[src/rtl/resonator_dds_div_pkg.sv]
// Shared widths, states and saturation limits for the resonator DDS
// sequential signed divider.
package resonator_dds_div_pkg;

    localparam int DIVIDEND_W = 32;
    localparam int DIVISOR_W  = 16;
    localparam int QUOT_W     = 16;
    localparam int ITER       = 32;
    localparam int CNT_W      = $clog2(ITER);

    typedef enum logic [1:0] {
        IDLE,
        CALC,
        FIX
    } state_t;

    localparam logic signed [QUOT_W-1:0] QMAX = 16'sh7FFF;
    localparam logic signed [QUOT_W-1:0] QMIN = 16'sh8000;

endpackage

[src/rtl/resonator_dds_udiv_step.sv]
// One radix-2 restoring step on magnitudes: shift in the next dividend
// bit, subtract the divisor when it fits, and report the quotient bit.
module resonator_dds_udiv_step
    import resonator_dds_div_pkg::*;
(
    input  logic [DIVISOR_W:0]   i_prem,
    input  logic [DIVISOR_W-1:0] i_dvs,
    input  logic                 i_bit,
    output logic [DIVISOR_W:0]   o_prem,
    output logic                 o_qbit
);

    logic [DIVISOR_W:0] w_sh;

    assign w_sh = {i_prem[DIVISOR_W-1:0], i_bit};

    // The top bit is only ever set when the divisor is zero.
    assign o_qbit = i_prem[DIVISOR_W] | (w_sh >= {1'b0, i_dvs});

    assign o_prem = o_qbit ? (w_sh - {1'b0, i_dvs}) : w_sh;

endmodule

[src/rtl/resonator_dds_sdiv_32s_16s_16_seq.sv]
// Sequential 32s/16s signed divider with start/done handshake, ce stall
// and a fixed 34-cycle latency; quotient saturates to 16 bits.
module resonator_dds_sdiv_32s_16s_16_seq
    import resonator_dds_div_pkg::*;
#(
    parameter int ID         = 1,
    parameter int din0_WIDTH = 32,
    parameter int din1_WIDTH = 16,
    parameter int dout_WIDTH = 16
) (
    input  logic                  clk,
    input  logic                  reset,
    input  logic                  ce,
    input  logic                  start,
    input  logic [din0_WIDTH-1:0] din0,
    input  logic [din1_WIDTH-1:0] din1,
    output logic [dout_WIDTH-1:0] dout,
    output logic [dout_WIDTH-1:0] rem,
    output logic                  done,
    output logic                  busy,
    output logic                  ovf
);

    state_t                  r_state;
    state_t                  w_state_nxt;
    logic [DIVIDEND_W-1:0]   r_dvd;
    logic [DIVIDEND_W-1:0]   r_quo;
    logic [DIVISOR_W:0]      r_prem;
    logic [DIVISOR_W-1:0]    r_dvs;
    logic                    r_sn;
    logic                    r_sq;
    logic                    r_dz;
    logic [CNT_W-1:0]        r_cnt;
    logic [QUOT_W-1:0]       r_dout;
    logic [QUOT_W-1:0]       r_rem;
    logic                    r_done;
    logic                    r_busy;
    logic                    r_ovf;

    logic [DIVIDEND_W-1:0]   w_abs0;
    logic [DIVISOR_W-1:0]    w_abs1;
    logic [DIVISOR_W:0]      w_prem_nxt;
    logic                    w_qbit;
    logic [QUOT_W-1:0]       w_q;
    logic [QUOT_W-1:0]       w_r;
    logic                    w_ovf;

    // Two's-complement negate as unsigned: -2^31 lands on 2^31 exactly.
    assign w_abs0 = din0[DIVIDEND_W-1] ? (32'd0 - din0) : din0;
    assign w_abs1 = din1[DIVISOR_W-1]  ? (16'd0 - din1) : din1;

    resonator_dds_udiv_step u_step (
        .i_prem (r_prem),
        .i_dvs  (r_dvs),
        .i_bit  (r_dvd[DIVIDEND_W-1]),
        .o_prem (w_prem_nxt),
        .o_qbit (w_qbit)
    );

    always_ff @(posedge clk) begin
        if (reset) begin
            r_state <= IDLE;
        end else if (ce) begin
            r_state <= w_state_nxt;
        end
    end

    always_comb begin
        w_state_nxt = r_state;
        unique case (r_state)
            IDLE: if (start) w_state_nxt = CALC;
            CALC: if (r_cnt == '0) w_state_nxt = FIX;
            FIX:  w_state_nxt = IDLE;
            default: w_state_nxt = IDLE;
        endcase
    end

    always_comb begin
        w_q   = r_quo[QUOT_W-1:0];
        w_r   = r_sn ? (16'd0 - r_prem[DIVISOR_W-1:0])
                     : r_prem[DIVISOR_W-1:0];
        w_ovf = 1'b0;
        if (r_dz) begin
            w_q   = r_sn ? QMIN : QMAX;
            w_r   = '0;
            w_ovf = 1'b1;
        end else if (!r_sq && (r_quo > 32'd32767)) begin
            w_q   = QMAX;
            w_ovf = 1'b1;
        end else if (r_sq && (r_quo > 32'd32768)) begin
            w_q   = QMIN;
            w_ovf = 1'b1;
        end else if (r_sq) begin
            w_q = 16'd0 - r_quo[QUOT_W-1:0];
        end
    end

    always_ff @(posedge clk) begin
        if (reset) begin
            r_dvd  <= '0;
            r_quo  <= '0;
            r_prem <= '0;
            r_dvs  <= '0;
            r_sn   <= 1'b0;
            r_sq   <= 1'b0;
            r_dz   <= 1'b0;
            r_cnt  <= '0;
            r_dout <= '0;
            r_rem  <= '0;
            r_done <= 1'b0;
            r_busy <= 1'b0;
            r_ovf  <= 1'b0;
        end else if (ce) begin
            r_done <= 1'b0;
            unique case (r_state)
                IDLE: begin
                    if (start) begin
                        r_dvd  <= w_abs0;
                        r_dvs  <= w_abs1;
                        r_quo  <= '0;
                        r_prem <= '0;
                        r_sn   <= din0[DIVIDEND_W-1];
                        r_sq   <= din0[DIVIDEND_W-1] ^ din1[DIVISOR_W-1];
                        r_dz   <= (din1 == '0);
                        r_cnt  <= CNT_W'(ITER - 1);
                        r_busy <= 1'b1;
                    end
                end
                CALC: begin
                    r_prem <= w_prem_nxt;
                    r_dvd  <= {r_dvd[DIVIDEND_W-2:0], 1'b0};
                    r_quo  <= {r_quo[DIVIDEND_W-2:0], w_qbit};
                    r_cnt  <= r_cnt - 1'b1;
                end
                FIX: begin
                    r_dout <= w_q;
                    r_rem  <= w_r;
                    r_ovf  <= w_ovf;
                    r_done <= 1'b1;
                    r_busy <= 1'b0;
                end
                default: ;
            endcase
        end
    end

    assign dout = r_dout;
    assign rem  = r_rem;
    assign done = r_done;
    assign busy = r_busy;
    assign ovf  = r_ovf;

endmodule

[config.mk]
export PLATFORM = sky130hd
export DESIGN_NAME = resonator_dds_sdiv_32s_16s_16_seq
export DESIGN_NICKNAME = d
export VERILOG_FILES = /design/src/rtl/resonator_dds_div_pkg.sv /design/src/rtl/resonator_dds_udiv_step.sv /design/src/rtl/resonator_dds_sdiv_32s_16s_16_seq.sv
export SDC_FILE = /design/constraint.sdc
export NUM_CORES = 1
export LEC_CHECK = 0
export ABC_CLOCK_PERIOD_IN_PS = 3700
export CAP_MARGIN = 20
export CORE_MARGIN = 2
export CORE_UTILIZATION = 40
export CTS_CLUSTER_DIAMETER = 200
export DETAILED_ROUTE_END_ITERATION = 10
export HOLD_SLACK_MARGIN = 0.12
export PLACE_DENSITY_LB_ADDON = 0.2
export SYNTH_ARGS = -nofsm -noshare
export SYNTH_HDL_FRONTEND = slang
export SYNTH_SLANG_ARGS = --single-unit
[constraint.sdc]
create_clock -name clk -period 3.7 [get_ports clk]
set_input_delay 0.74 -clock clk [delete_from_list [all_inputs] [get_ports clk]]
set_output_delay 0.74 -clock clk [all_outputs]
set_load 0.005 [all_outputs]
==> impl_metrics.json <==
{
  "cts_buffer_depth": 2,
  "crit_fanout": 11,
  "timing.final.hold_violations": 0,
  "track_usage": 0.1973,
  "synth_area_leaders": "dfxtp_1, nor2_1, xor2_1",
  "arrival_ns": 3.36,
  "seqCellArea_um2": 2843,
  "avgSynthCellArea_um2": 7.950,
  "hpwl_mm": 14.35,
  "htreeDepth": 4,
  "grt_overflow_total": 0,
  "yosys.area.top_type": "dfxtp_1",
  "path_clk_slew_ns": 0.06,
  "antenna_cells": 0,
  "antenna_found_initial": 0,
  "gp_congestion": 0.8857,
  "p_per_area_nw_per_um2": 439.4,
  "timing.fmax_mhz": 327.8,
  "ant_nets": 0,
  "cpMaxStageDelayCell": "a41oi_2",
  "critPathCaptureType": "flip-flop",
  "numCtsBuffers": 17,
  "async_flop_share": 0,
  "fin_setup_tns_ns": 0,
  "io_pins": 87,
  "cts.sinks": 142,
  "fin_area_um2": 9663,
  "dieArea_um2": 20960,
  "cts-hold-fix-buffers": 0,
  "power.total_w": 0.004246,
  "post_cts_buffers": 0,
  "place_area_um2": 9029,
  "num-nets-final": 1135,
  "routed_wl_mm": 19.65,
  "vias": 7269,
  "ys_seq_area_frac": 0.3586,
  "synth_cell_types": 66,
  "fillers": 1931,
  "synth_nets": 1072,
  "syn_inst": 997,
  "portBuffers": 86,
  "syn_area_um2": 7926,
  "cts_root_buffer": "clkbuf_16",
  "min_period_over_period": 0.8246,
  "hold_class": "flip-flop to flip-flop",
  "drtIter0Drc": 430,
  "ir_drop_mv": 0.2869,
  "finClkSkew_ns": 0.005689,
  "die_y_um": 144.8,
  "drc": 0,
  "slew_viol_final": 0,
  "synth_flop_cell": "dfxtp_1",
  "multi_input_area_um2": 4691,
  "die_x_um": 144.8,
  "start_util": 0.4073,
  "core_area_um2": 19460,
  "worstSetupPathType": "flip-flop to flip-flop",
  "area_growth_pct": 21.91,
  "cts_resized": 0,
  "rows": 51,
  "outcome": "finished, final reports clean",
  "finalSetupViolCount": 0,
  "first_global_vias": 6700,
  "tightest_slew_ns": 0.7900,
  "slew_headroom": 0.4726,
  "drive_gt1_frac": 0.05965,
  "min_period_ns": 3.051,
  "critPathTopFamily": "compound AO/OA/AOI/OAI gates",
  "cts_tree": "yes",
  "drt_first_pass_iters": 5,
  "synth_edf_count": 0,
  "yosysTopAreaCellShare": 0.3586,
  "rsz0062_at_grt": "no",
  "required_ns": 4.01,
  "crit_path_start_kind": "flip-flop",
  "wl_per_cell_um": 14.69,
  "total_leakage_power_nw": 3.687,
  "vias_per_cell": 5.433,
  "ys_ff_latch": 142,
  "insertion_delay_ns": 0.42,
  "grt_max_degree": 50,
  "grt_pass1_wl_mm": 33.54,
  "max_stage_delay_ns": 0.59,
  "cap_violations": 0,
  "critPathBufInv": 1,
  "path_cells": "ha_1, and3_1, nand2_1, o21ai_0, a2111o_1, a41oi_2, buf_4, a211oi_1, a211o_1",
  "synth_warnings": 0
}
-- worst paths after layout --
check | end | cells past startpoint | slack, ns | from
worst max-delay path | r_prem[11] | 9 | 0.65 | r_prem[6]
worst min-delay path | dout[12] | 2 | 0.46 | dout[12]
worst max register to register | r_prem[11] | 9 | 0.65 | r_prem[6]
worst min register to register | dout[12] | 2 | 0.46 | dout[12]
-- synthesized netlist by cell type, drive strengths merged (4+ instances only) --
cell / number
dfxtp: 142
nor2: 133
nand2: 90
a21oi: 65
o21ai: 62
clkbuf: 49
xor2: 42
inv: 40
a22oi: 39
a211oi: 32
xnor2: 32
ha: 22
o31ai: 20
nor3: 19
nand3: 18
mux2i: 16
nor4: 14
o22ai: 13
buf: 12
or3: 12
a31oi: 11
nand2b: 10
a22o: 8
and3: 7
o211ai: 7
or4: 7
a21o: 6
a221oi: 6
and2: 5
nand4: 5
o41ai: 5
or2: 5
nand3b: 4
o21bai: 4
-- cell families (layout without fill, tap and decap cells) --
| family | Yosys count | in the layout | synth area share |
|---|---|---|---|
| muxes | 16 | 16 | 0.02020 |
| AOI/OAI and AO/OA | 300 | 300 | 0.2483 |
| DFF | 142 | 142 | 0.3586 |
| xor gates and xnor gates | 74 | 74 | 0.08177 |
| and+or+nand+nor | 341 | 341 | 0.2016 |
| buffers and inverters | 101 | 177 | 0.05225 |
| adders and majority gates | 23 | 23 | 0.03725 |
-- worst register-to-register path: cells and delay by family (launching register included) --
family	cells	cell delay (ns)
adder cells (fa/ha/maj)	1	0.35
AO/OA/AOI/OAI	5	1.48
AND/OR/NAND/NOR	2	0.30
flip-flops	1	0.47
buffers and inverters	1	0.34
-- final cells by class --
type	instances	area share
Inverter	40	0.01554
Sequential cell	142	0.2942
Clock buffer	22	0.04907
Clock inverter	10	0.01657
Timing Repair Buffer	105	0.1049
Multi-Input combinational cell	754	0.4854
Tap cell	265	0.03431
-- through the flow --
step / hold WS, ns / std cells / setup WS (ns) / util
floorplan: 0.4267 / 997 / 1.003 / -
global placement: 0.4416 / 1306 / 0.3958 / 0.4639
detailed placement: 0.4464 / 1306 / 0.3440 / 0.4639
CTS: 0.4547 / 1338 / 0.6195 / 0.4965
global route: 0.4729 / 1338 / 0.4271 / 0.4965
finish: 0.4584 / 1338 / 0.6491 / 0.4965
-- registers in the layout (all words and copies together), names as in the netlist --
signal and count:
r_quo 32, r_prem 17, dout 16, r_dvs 16
r_cnt 5, rem 16, done 1, r_sq 1
r_sn 1, r_dz 1, r_dvd 32, r_state 2
busy 1, ovf 1
-- metal layers --
metal,global-route usage,vias to the layer above,wire [um]
met3,0.03521,22,801
met2,0.3183,161,8835
met4,0.05723,0,283
li1,-,3722,-
met1,0.2700,3364,9729
met5,0,-,0
-- layout by cell type, fill, tap and decap left out, types with 10 or more instances in the layout --
| cell | synthesis | routed |
|---|---|---|
| o31ai_1 | 20 | 20 |
| a22oi_1 | 39 | 39 |
| ha_1 | 22 | 22 |
| nand3_1 | 17 | 17 |
| xnor2_1 | 32 | 32 |
| nand2b_1 | 10 | 10 |
| inv_1 | 40 | 40 |
| dfxtp_1 | 142 | 142 |
| xor2_1 | 42 | 42 |
| a211oi_1 | 32 | 32 |
| o22ai_1 | 13 | 13 |
| nand2_1 | 89 | 89 |
| nor4_1 | 14 | 14 |
| a21oi_1 | 65 | 65 |
| a31oi_1 | 11 | 11 |
| nor2_1 | 133 | 132 |
| clkdlybuf4s50_1 | 0 | 85 |
| o21ai_0 | 59 | 59 |
| buf_4 | 1 | 19 |
| or3_1 | 11 | 11 |
| nor3_1 | 19 | 19 |
| mux2i_1 | 16 | 16 |
| clkbuf_16 | 0 | 17 |
-- power by group --
group / leakage (nW) / internal [W] / switching [W]
Sequential: 1.15 / 0.00159 / 0.0000494
Combinational: 2.22 / 0.000343 / 0.000431
Clock: 0.310 / 0.00118 / 0.000650
Total: 3.69 / 0.00312 / 0.00113
Power figures use the tool's default switching activity.
